$ cat config.mk
export PLATFORM = sky130hd
export DESIGN_NAME = operand_forward_stage_flat
export DESIGN_NICKNAME = d
export VERILOG_FILES = /design/src/rtl/pa_risc_pkg.sv /design/src/rtl/operand_forward_stage_if.sv /design/src/rtl/operand_forward_stage_fwd_select.sv /design/src/rtl/operand_forward_stage.sv /design/src/flat_wrapper.sv
export SDC_FILE = /design/constraint.sdc
export NUM_CORES = 1
export LEC_CHECK = 0
export ABC_AREA = 1
export ABC_CLOCK_PERIOD_IN_PS = 1100
export BUFFER_PORTS_ARGS = -buffer_cell sky130_fd_sc_hd__buf_2
export CAP_MARGIN = 0
export CORE_MARGIN = 3
export CORE_UTILIZATION = 25
export DETAILED_ROUTE_END_ITERATION = 8
export PLACE_DENSITY = 0.5
export SETUP_SLACK_MARGIN = 0.15
export SLEW_MARGIN = 20
export SYNTH_ARGS = -nofsm -noshare
export SYNTH_HDL_FRONTEND = slang
export SYNTH_HIERARCHICAL = 1
export SYNTH_SLANG_ARGS = --single-unit
$ cat constraint.sdc
create_clock -name CLK -period 1.1 [get_ports CLK]
set_input_delay 0.11 -clock CLK [delete_from_list [all_inputs] [get_ports CLK]]
set_output_delay 0.11 -clock CLK [all_outputs]
set_load 0.05 [all_outputs]
$ cat src/rtl/pa_risc_pkg.sv
// Shared constants and forwarding-select encodings for the operand path.
// Used by operand_forward_stage and fwd_select.
package pa_risc_pkg;

  localparam int DW = 32;
  localparam int AW = 5;

  typedef enum logic [1:0] {
    FWD_RF  = 2'd0,
    FWD_WB  = 2'd1,
    FWD_MEM = 2'd2,
    FWD_EX  = 2'd3
  } fwd_sel_e;

  localparam logic [AW-1:0] GR0 = '0;

endpackage

$ cat src/rtl/operand_forward_stage_if.sv
// Decode/bypass/execute-facing bundle of operand_forward_stage.
// master drives decode and bypass inputs; slave is the stage itself.
interface operand_forward_stage_if #(
  parameter int DW = 32,
  parameter int AW = 5
);

  logic          ID_VALID;
  logic [AW-1:0] ID_RA;
  logic [AW-1:0] ID_RB;
  logic          ID_USE_A;
  logic          ID_USE_B;
  logic [DW-1:0] PA;
  logic [DW-1:0] PB;
  logic [AW-1:0] EX_RW;
  logic          EX_LE;
  logic          EX_LOAD;
  logic [DW-1:0] EX_RESULT;
  logic [AW-1:0] MEM_RW;
  logic          MEM_LE;
  logic [DW-1:0] MEM_RESULT;
  logic [AW-1:0] WB_RW;
  logic          WB_LE;
  logic [DW-1:0] WB_PW;
  logic          FLUSH;
  logic          STALL;
  logic          OUT_VALID;
  logic [DW-1:0] OPA;
  logic [DW-1:0] OPB;
  logic [1:0]    FWD_A;
  logic [1:0]    FWD_B;

  modport master (
    output ID_VALID, ID_RA, ID_RB, ID_USE_A, ID_USE_B,
    output PA, PB,
    output EX_RW, EX_LE, EX_LOAD, EX_RESULT,
    output MEM_RW, MEM_LE, MEM_RESULT,
    output WB_RW, WB_LE, WB_PW, FLUSH,
    input  STALL, OUT_VALID, OPA, OPB, FWD_A, FWD_B
  );

  modport slave (
    input  ID_VALID, ID_RA, ID_RB, ID_USE_A, ID_USE_B,
    input  PA, PB,
    input  EX_RW, EX_LE, EX_LOAD, EX_RESULT,
    input  MEM_RW, MEM_LE, MEM_RESULT,
    input  WB_RW, WB_LE, WB_PW, FLUSH,
    output STALL, OUT_VALID, OPA, OPB, FWD_A, FWD_B
  );

endinterface

$ cat src/rtl/operand_forward_stage_fwd_select.sv
// Single-operand bypass priority mux: EX, then MEM, then WB, then regfile.
// GR0 always yields zero and is never bypassed.
module fwd_select
  import pa_risc_pkg::*;
#(
  parameter int DW = pa_risc_pkg::DW,
  parameter int AW = pa_risc_pkg::AW
) (
  input  logic [AW-1:0] src,
  input  logic [DW-1:0] rf_data,
  input  logic [AW-1:0] ex_rw,
  input  logic          ex_le,
  input  logic          ex_load,
  input  logic [DW-1:0] ex_result,
  input  logic [AW-1:0] mem_rw,
  input  logic          mem_le,
  input  logic [DW-1:0] mem_result,
  input  logic [AW-1:0] wb_rw,
  input  logic          wb_le,
  input  logic [DW-1:0] wb_pw,
  output logic [DW-1:0] val,
  output fwd_sel_e      sel,
  output logic          match
);

  logic is_zero;
  logic ex_hit;
  logic mem_hit;
  logic wb_hit;

  // Hits are made one-hot so the decoder below stays unique.
  assign is_zero = (src == AW'(GR0));
  assign ex_hit  = !is_zero && ex_le && !ex_load
                && (ex_rw == src);
  assign mem_hit = !is_zero && !ex_hit && mem_le
                && (mem_rw == src);
  assign wb_hit  = !is_zero && !ex_hit && !mem_hit
                && wb_le && (wb_rw == src);

  always_comb begin
    val = rf_data;
    sel = FWD_RF;
    unique case (1'b1)
      is_zero: begin
        val = '0;
        sel = FWD_RF;
      end
      ex_hit: begin
        val = ex_result;
        sel = FWD_EX;
      end
      mem_hit: begin
        val = mem_result;
        sel = FWD_MEM;
      end
      wb_hit: begin
        val = wb_pw;
        sel = FWD_WB;
      end
      default: begin
        val = rf_data;
        sel = FWD_RF;
      end
    endcase
  end

  assign match = (sel != FWD_RF);

endmodule

$ cat src/rtl/operand_forward_stage.sv
// Operand fetch: bypass select, load-use stall, registered EX operands.
// Optional STALL_CNT/FWD_CNT counters when OPERAND_FWD_STATS_EN is defined.
module operand_forward_stage
  import pa_risc_pkg::*;
#(
  parameter int DW = pa_risc_pkg::DW,
  parameter int AW = pa_risc_pkg::AW
) (
  input  logic CLK,
  input  logic RST_N,
  operand_forward_stage_if.slave bus
`ifdef OPERAND_FWD_STATS_EN
  ,
  output logic [15:0] STALL_CNT,
  output logic [15:0] FWD_CNT
`endif
);

  logic [DW-1:0] val_a;
  logic [DW-1:0] val_b;
  fwd_sel_e      sel_a;
  fwd_sel_e      sel_b;
  logic          match_a;
  logic          match_b;
  logic          hit_a;
  logic          hit_b;
  logic          hz;
  logic          stall;

  logic          out_valid;
  logic [DW-1:0] opa;
  logic [DW-1:0] opb;
  logic [1:0]    fwd_a;
  logic [1:0]    fwd_b;

  fwd_select #(.DW(DW), .AW(AW)) u_sel_a (
    .src        (bus.ID_RA),
    .rf_data    (bus.PA),
    .ex_rw      (bus.EX_RW),
    .ex_le      (bus.EX_LE),
    .ex_load    (bus.EX_LOAD),
    .ex_result  (bus.EX_RESULT),
    .mem_rw     (bus.MEM_RW),
    .mem_le     (bus.MEM_LE),
    .mem_result (bus.MEM_RESULT),
    .wb_rw      (bus.WB_RW),
    .wb_le      (bus.WB_LE),
    .wb_pw      (bus.WB_PW),
    .val        (val_a),
    .sel        (sel_a),
    .match      (match_a)
  );

  fwd_select #(.DW(DW), .AW(AW)) u_sel_b (
    .src        (bus.ID_RB),
    .rf_data    (bus.PB),
    .ex_rw      (bus.EX_RW),
    .ex_le      (bus.EX_LE),
    .ex_load    (bus.EX_LOAD),
    .ex_result  (bus.EX_RESULT),
    .mem_rw     (bus.MEM_RW),
    .mem_le     (bus.MEM_LE),
    .mem_result (bus.MEM_RESULT),
    .wb_rw      (bus.WB_RW),
    .wb_le      (bus.WB_LE),
    .wb_pw      (bus.WB_PW),
    .val        (val_b),
    .sel        (sel_b),
    .match      (match_b)
  );

  // Unused operands never stall, but are still selected above.
  assign hit_a = bus.ID_USE_A && (bus.ID_RA == bus.EX_RW);
  assign hit_b = bus.ID_USE_B && (bus.ID_RB == bus.EX_RW);
  assign hz    = bus.ID_VALID && bus.EX_LE && bus.EX_LOAD
              && (bus.EX_RW != AW'(GR0))
              && (hit_a || hit_b);
  assign stall = hz && !bus.FLUSH && RST_N;

  always_ff @(posedge CLK or negedge RST_N) begin
    if (!RST_N) begin
      out_valid <= 1'b0;
      opa       <= '0;
      opb       <= '0;
      fwd_a     <= FWD_RF;
      fwd_b     <= FWD_RF;
    end else if (bus.FLUSH || hz) begin
      out_valid <= 1'b0;
    end else begin
      out_valid <= bus.ID_VALID;
      opa       <= val_a;
      opb       <= val_b;
      fwd_a     <= sel_a;
      fwd_b     <= sel_b;
    end
  end

  assign bus.STALL     = stall;
  assign bus.OUT_VALID = out_valid;
  assign bus.OPA       = opa;
  assign bus.OPB       = opb;
  assign bus.FWD_A     = fwd_a;
  assign bus.FWD_B     = fwd_b;

`ifdef OPERAND_FWD_STATS_EN
  logic [15:0] stall_cnt;
  logic [15:0] fwd_cnt;
  logic        fwd_evt;

  assign fwd_evt = !bus.FLUSH && !hz && bus.ID_VALID
                && (match_a || match_b);

  always_ff @(posedge CLK or negedge RST_N) begin
    if (!RST_N) begin
      stall_cnt <= '0;
      fwd_cnt   <= '0;
    end else begin
      if (stall && (stall_cnt != 16'hFFFF))
        stall_cnt <= stall_cnt + 16'd1;
      if (fwd_evt && (fwd_cnt != 16'hFFFF))
        fwd_cnt <= fwd_cnt + 16'd1;
    end
  end

  assign STALL_CNT = stall_cnt;
  assign FWD_CNT   = fwd_cnt;
`else
  logic unused_match;
  assign unused_match = match_a ^ match_b;
`endif

endmodule

$ cat src/flat_wrapper.sv
// flat-port wrapper written by rule: the top's interface ports become plain ports
module operand_forward_stage_flat import pa_risc_pkg::*;
#(
  parameter int DW = pa_risc_pkg::DW,
  parameter int AW = pa_risc_pkg::AW
)
  (CLK, RST_N, bus_ID_VALID, bus_ID_RA, bus_ID_RB, bus_ID_USE_A, bus_ID_USE_B, bus_PA, bus_PB, bus_EX_RW, bus_EX_LE, bus_EX_LOAD, bus_EX_RESULT, bus_MEM_RW, bus_MEM_LE, bus_MEM_RESULT, bus_WB_RW, bus_WB_LE, bus_WB_PW, bus_FLUSH, bus_STALL, bus_OUT_VALID, bus_OPA, bus_OPB, bus_FWD_A, bus_FWD_B);
  operand_forward_stage_if #(.DW(DW), .AW(AW)) bus_i ();
  input  logic CLK;
  input  logic RST_N;
  input wire logic [$bits(bus_i.ID_VALID)-1:0] bus_ID_VALID;
  input wire logic [$bits(bus_i.ID_RA)-1:0] bus_ID_RA;
  input wire logic [$bits(bus_i.ID_RB)-1:0] bus_ID_RB;
  input wire logic [$bits(bus_i.ID_USE_A)-1:0] bus_ID_USE_A;
  input wire logic [$bits(bus_i.ID_USE_B)-1:0] bus_ID_USE_B;
  input wire logic [$bits(bus_i.PA)-1:0] bus_PA;
  input wire logic [$bits(bus_i.PB)-1:0] bus_PB;
  input wire logic [$bits(bus_i.EX_RW)-1:0] bus_EX_RW;
  input wire logic [$bits(bus_i.EX_LE)-1:0] bus_EX_LE;
  input wire logic [$bits(bus_i.EX_LOAD)-1:0] bus_EX_LOAD;
  input wire logic [$bits(bus_i.EX_RESULT)-1:0] bus_EX_RESULT;
  input wire logic [$bits(bus_i.MEM_RW)-1:0] bus_MEM_RW;
  input wire logic [$bits(bus_i.MEM_LE)-1:0] bus_MEM_LE;
  input wire logic [$bits(bus_i.MEM_RESULT)-1:0] bus_MEM_RESULT;
  input wire logic [$bits(bus_i.WB_RW)-1:0] bus_WB_RW;
  input wire logic [$bits(bus_i.WB_LE)-1:0] bus_WB_LE;
  input wire logic [$bits(bus_i.WB_PW)-1:0] bus_WB_PW;
  input wire logic [$bits(bus_i.FLUSH)-1:0] bus_FLUSH;
  output wire logic [$bits(bus_i.STALL)-1:0] bus_STALL;
  output wire logic [$bits(bus_i.OUT_VALID)-1:0] bus_OUT_VALID;
  output wire logic [$bits(bus_i.OPA)-1:0] bus_OPA;
  output wire logic [$bits(bus_i.OPB)-1:0] bus_OPB;
  output wire logic [$bits(bus_i.FWD_A)-1:0] bus_FWD_A;
  output wire logic [$bits(bus_i.FWD_B)-1:0] bus_FWD_B;
  assign bus_i.ID_VALID = bus_ID_VALID;
  assign bus_i.ID_RA = bus_ID_RA;
  assign bus_i.ID_RB = bus_ID_RB;
  assign bus_i.ID_USE_A = bus_ID_USE_A;
  assign bus_i.ID_USE_B = bus_ID_USE_B;
  assign bus_i.PA = bus_PA;
  assign bus_i.PB = bus_PB;
  assign bus_i.EX_RW = bus_EX_RW;
  assign bus_i.EX_LE = bus_EX_LE;
  assign bus_i.EX_LOAD = bus_EX_LOAD;
  assign bus_i.EX_RESULT = bus_EX_RESULT;
  assign bus_i.MEM_RW = bus_MEM_RW;
  assign bus_i.MEM_LE = bus_MEM_LE;
  assign bus_i.MEM_RESULT = bus_MEM_RESULT;
  assign bus_i.WB_RW = bus_WB_RW;
  assign bus_i.WB_LE = bus_WB_LE;
  assign bus_i.WB_PW = bus_WB_PW;
  assign bus_i.FLUSH = bus_FLUSH;
  assign bus_STALL = bus_i.STALL;
  assign bus_OUT_VALID = bus_i.OUT_VALID;
  assign bus_OPA = bus_i.OPA;
  assign bus_OPB = bus_i.OPB;
  assign bus_FWD_A = bus_i.FWD_A;
  assign bus_FWD_B = bus_i.FWD_B;
  operand_forward_stage #(.DW(DW), .AW(AW)) u_core (.CLK(CLK), .RST_N(RST_N), .bus(bus_i));
endmodule
Yosys cells after proc, flatten, opt, wreduce, memory -nomap -nowiden. Cells that the tools add are included.

Eq/ne operators: 8. Multiplexer cells: 5. Reductions and logical operators: 39.

Operator list (count): 32-bit case mux with 4 select lines (2); 5-bit == test (8); 1-bit logical AND (26); 2-bit case mux with 3 select lines (2); 5-bit zero test (2); 1-bit zero test (8); 5-bit nonzero test (1); 1-bit logical OR (2); 1-bit 2-to-1 mux (1).

Bits in registers: 69. Bits of input ports: 195. Output and inout port bits: 70. Word-level logic and storage cells: 57.

Logic depth before layout (Yosys ltp).
Depth in word-level cells: 14. Mapped depth: 15. Mapped depth without buffers: 14.

Hierarchy. The synthesis kept the hierarchy.

By module, submodules not included: fwd_select (instances 2, cells an instance 368, area an instance 1795.5 µm², sequential area each 0.0 µm²); operand_forward_stage (instances 1, cells an instance 357, area an instance 2935.3 µm², sequential area each 1726.7 µm²).

Worst setup path before layout. OpenSTA, ideal clock, no wires.

Path kind: input to output. Start point: input bus_FLUSH. End point: output bus_STALL. Arrival: 1504 ps. Data required time: 990 ps. Path slack: -514 ps. Stages on the path: 5. Path buffers: 2. Path through: inv_2 > clkbuf_1 > buf_1 > nand2_1 > nor2_1.

Longest elaborated chain between the ends: 3.

RTL lines: start, declared (line flat_wrapper.sv:28) `input wire logic [$bits(bus_i.FLUSH)-1:0] bus_FLUSH;`; 1-bit zero test (line operand_forward_stage.sv:78) `assign stall = hz && !bus.FLUSH && RST_N;`; 1-bit logical AND (2 in a row) (line operand_forward_stage.sv:78); end, declared (line flat_wrapper.sv:29) `output wire logic [$bits(bus_i.STALL)-1:0] bus_STALL;`.

Every way passes these cells.

Worst setup path after layout.
Start point: input bus_EX_RW[1]. End point: output bus_STALL.

Longest elaborated chain between the ends: 6. Elaborated cells between the ends (all ways): 10. Those cells by class: eq/ne (2); reduce/logical (8).

RTL lines: start, declared (line flat_wrapper.sv:18) `input wire logic [$bits(bus_i.EX_RW)-1:0] bus_EX_RW;`; 5-bit == test (on tied branches) (line operand_forward_stage.sv:73, operand_forward_stage.sv:74); 1-bit logical AND (on tied branches) (line operand_forward_stage.sv:73, operand_forward_stage.sv:74); 1-bit logical OR (line operand_forward_stage.sv:77) `&& (hit_a || hit_b);`; 1-bit logical AND (*) (line operand_forward_stage.sv:77); 1-bit logical AND (*) (2 in a row) (line operand_forward_stage.sv:78).

Mark *: on every way between the ends. The rest lies on a longest branch, timed or not.

==> impl_metrics.json <==
{
  "outcome": "complete, but fails checks",
  "failed_checks": "negative setup slack",
  "cts_tree": "yes",
  "nets": 1664,
  "r2r-start": "u_core/bus.OPB[18]",
  "end_kind": "output port",
  "avgSynthCellArea_um2": 5.97,
  "grt.total_usage": 0.229,
  "dp.cells": 1685,
  "grt_pass1_wl_mm": 50.0,
  "worstMarginPinSlew_ns": 0.420,
  "post-route-min-period_ns": 1.37,
  "fin_ws_ns": -0.274,
  "dr.pass1.iters": 7,
  "grt_pass1_vias": 8357,
  "row_count": 58,
  "reg2reg_to": "u_core/bus.OPB[18]",
  "setup_viol": 70,
  "drive_above_1_share": 0.491,
  "grt_overflow": 0,
  "htreeDepth": 3,
  "ff2ff_setup_slack_ns": 0.31,
  "path_class": "input pin to output port",
  "cp_data_arrival_time_ns": 1.26,
  "hold_violations": 0,
  "worstPathRequired_ns": 0.99,
  "grt_start_max_net_pins": 70,
  "layout_common_cells": "nand2_1, buf_2, buf_6",
  "cts_made_buffers": 9,
  "die_y_um": 167,
  "top_layer": "met5",
  "rsz0062_at_grt": "yes",
  "p_leak_nw": 6.18,
  "drt_iter0_drc": 827,
  "skew_ns": 0,
  "path_clk_slew_ns": 0.07,
  "crit_start": "bus_EX_RW[1]",
  "gp_congestion": 0.882,
  "core_area_um2": 25400,
  "drc": 0,
  "fmax_mhz": 728,
  "hold_class": "input pin to register",
  "cts_max_path_buffers": 2,
  "worstRegToRegCells": 3,
  "startpoint_type": "input pin",
  "io_buffers": 264,
  "root_buffer": "clkbuf_16",
  "clk_latency_ns": 0.35,
  "syn2layout_area_growth_pct": 83.8,
  "wirelength_met1_mm": 14.2,
  "drv_cap": 0,
  "synthesis.area_um2": 6520,
  "p_per_area_nw_per_um2": 956,
  "final_cells": 1810,
  "routedWlPerCell_um": 19.7,
  "design.portCount": 265,
  "dp_hpwl_mm": 24.0,
  "die_w_um": 167,
  "fin_crit_sh": 1.25,
  "fill_cells": 2576,
  "finalPower_mw": 11.5,
  "vias_per_cell": 4.99,
  "ys_warn_count": 6,
  "dr_wl_met3_mm": 3.05,
  "max-vdd-ir-drop_v": 0.000818,
  "crit_path_max_fanout": 5,
  "initial_core_util": 0.257,
  "antenna_found_initial": 16,
  "multi_input_area_um2": 4750,
  "die_area_um2": 28000,
  "max_slew_margin": 0.720,
  "drtAntennaViolNets": 0,
  "routed_wl_mm": 35.7,
  "ff_latch_area_um2": 1730,
  "vias": 9038,
  "mostFrequentLayoutCell": "nand2_1",
  "synth_cells": 1091,
  "crit_end": "bus_STALL",
  "met2_length_mm": 17.1,
  "mappedNetlistNets": 1286,
  "finalMaxSlewViolations": 0,
  "cts_num_sinks": 69
}
-- critical path, stage by stage --
cell and delay (ns):
buf_12 0.11, buf_8 0.12, nand2_2 0.06, nand2_1 0.07, nor2_2 0.11, nand3_2 0.10, nand2_4 0.10, nand2_4 0.09
buf_12 0.14, nor2_4 0.09, buf_12 0.14
-- where the power goes --
group          internal (mW)  leakage, nW  switching [mW]
Combinational           2.12         5.18            2.95
Clock                   2.00        0.156            1.30
Sequential              2.83        0.847           0.248
-- how the worst min path moves through the flow --
stage,from,endpoint,slack [ns],cells past startpoint
floorplan,RST_N,u_core/bus.FWD_A[0],-0.19,0
global placement,RST_N,u_core/bus.OPA[17],0.17,2
detailed placement,RST_N,u_core/bus.OPA[17],0.18,2
CTS,bus_PA[6],u_core/bus.OPA[6],0.11,5
global route,bus_ID_VALID,u_core/bus.OUT_VALID,0.14,4
finish,bus_ID_VALID,u_core/bus.OUT_VALID,0.1,4
-- repair_timing --
action	4_1_cts	5_1_grt
hold buffers	1	0
setup endpoints to repair	139	139
pin swaps	40	88
gates resized for setup	215	285
endpoints found under the hold margin	69	0
cloned	11	18
setup buffers	28	45
-- flip-flops by register name, indices dropped and copies added, names as in the netlist --
name                  cells
u_core/bus.FWD_A          2
u_core/bus.FWD_B          2
u_core/bus.OPA           32
u_core/bus.OPB           32
u_core/bus.OUT_VALID      1
-- area by class of cell --
class,instances,area share
Multi-Input combinational cell,855,0.396
Clock buffer,9,0.0188
Inverter,96,0.0421
Sequential cell,69,0.144
Tap cell,330,0.0345
Timing Repair Buffer,438,0.354
Antenna cell,6,0.00125
Clock inverter,7,0.00825
-- stage by stage --
step / hold slack (ns) / setup TNS [ns] / utilization / setup slack (ns) / cell area (µm²)
finish: 0.0991 / -15.49 / 0.471 / -0.274 / 12000
global placement: 0.171 / -42.43 / 0.346 / -0.695 / 8800
detailed placement: 0.178 / -43.39 / 0.346 / -0.706 / 8800
CTS: 0.105 / -12.48 / 0.408 / -0.258 / 10400
global route: 0.136 / -19.53 / 0.471 / -0.358 / 12000
floorplan: -0.186 / -6.84 / - / -0.135 / 6820
-- routing by layer --
metal  global-route usage  vias to the layer above
met4               0.0779                       22
met5                    0                        -
met3               0.0493                       80
met2                0.374                      434
met1                0.299                     4204
li1                     -                     4298
(Power assumes the default switching activity.)
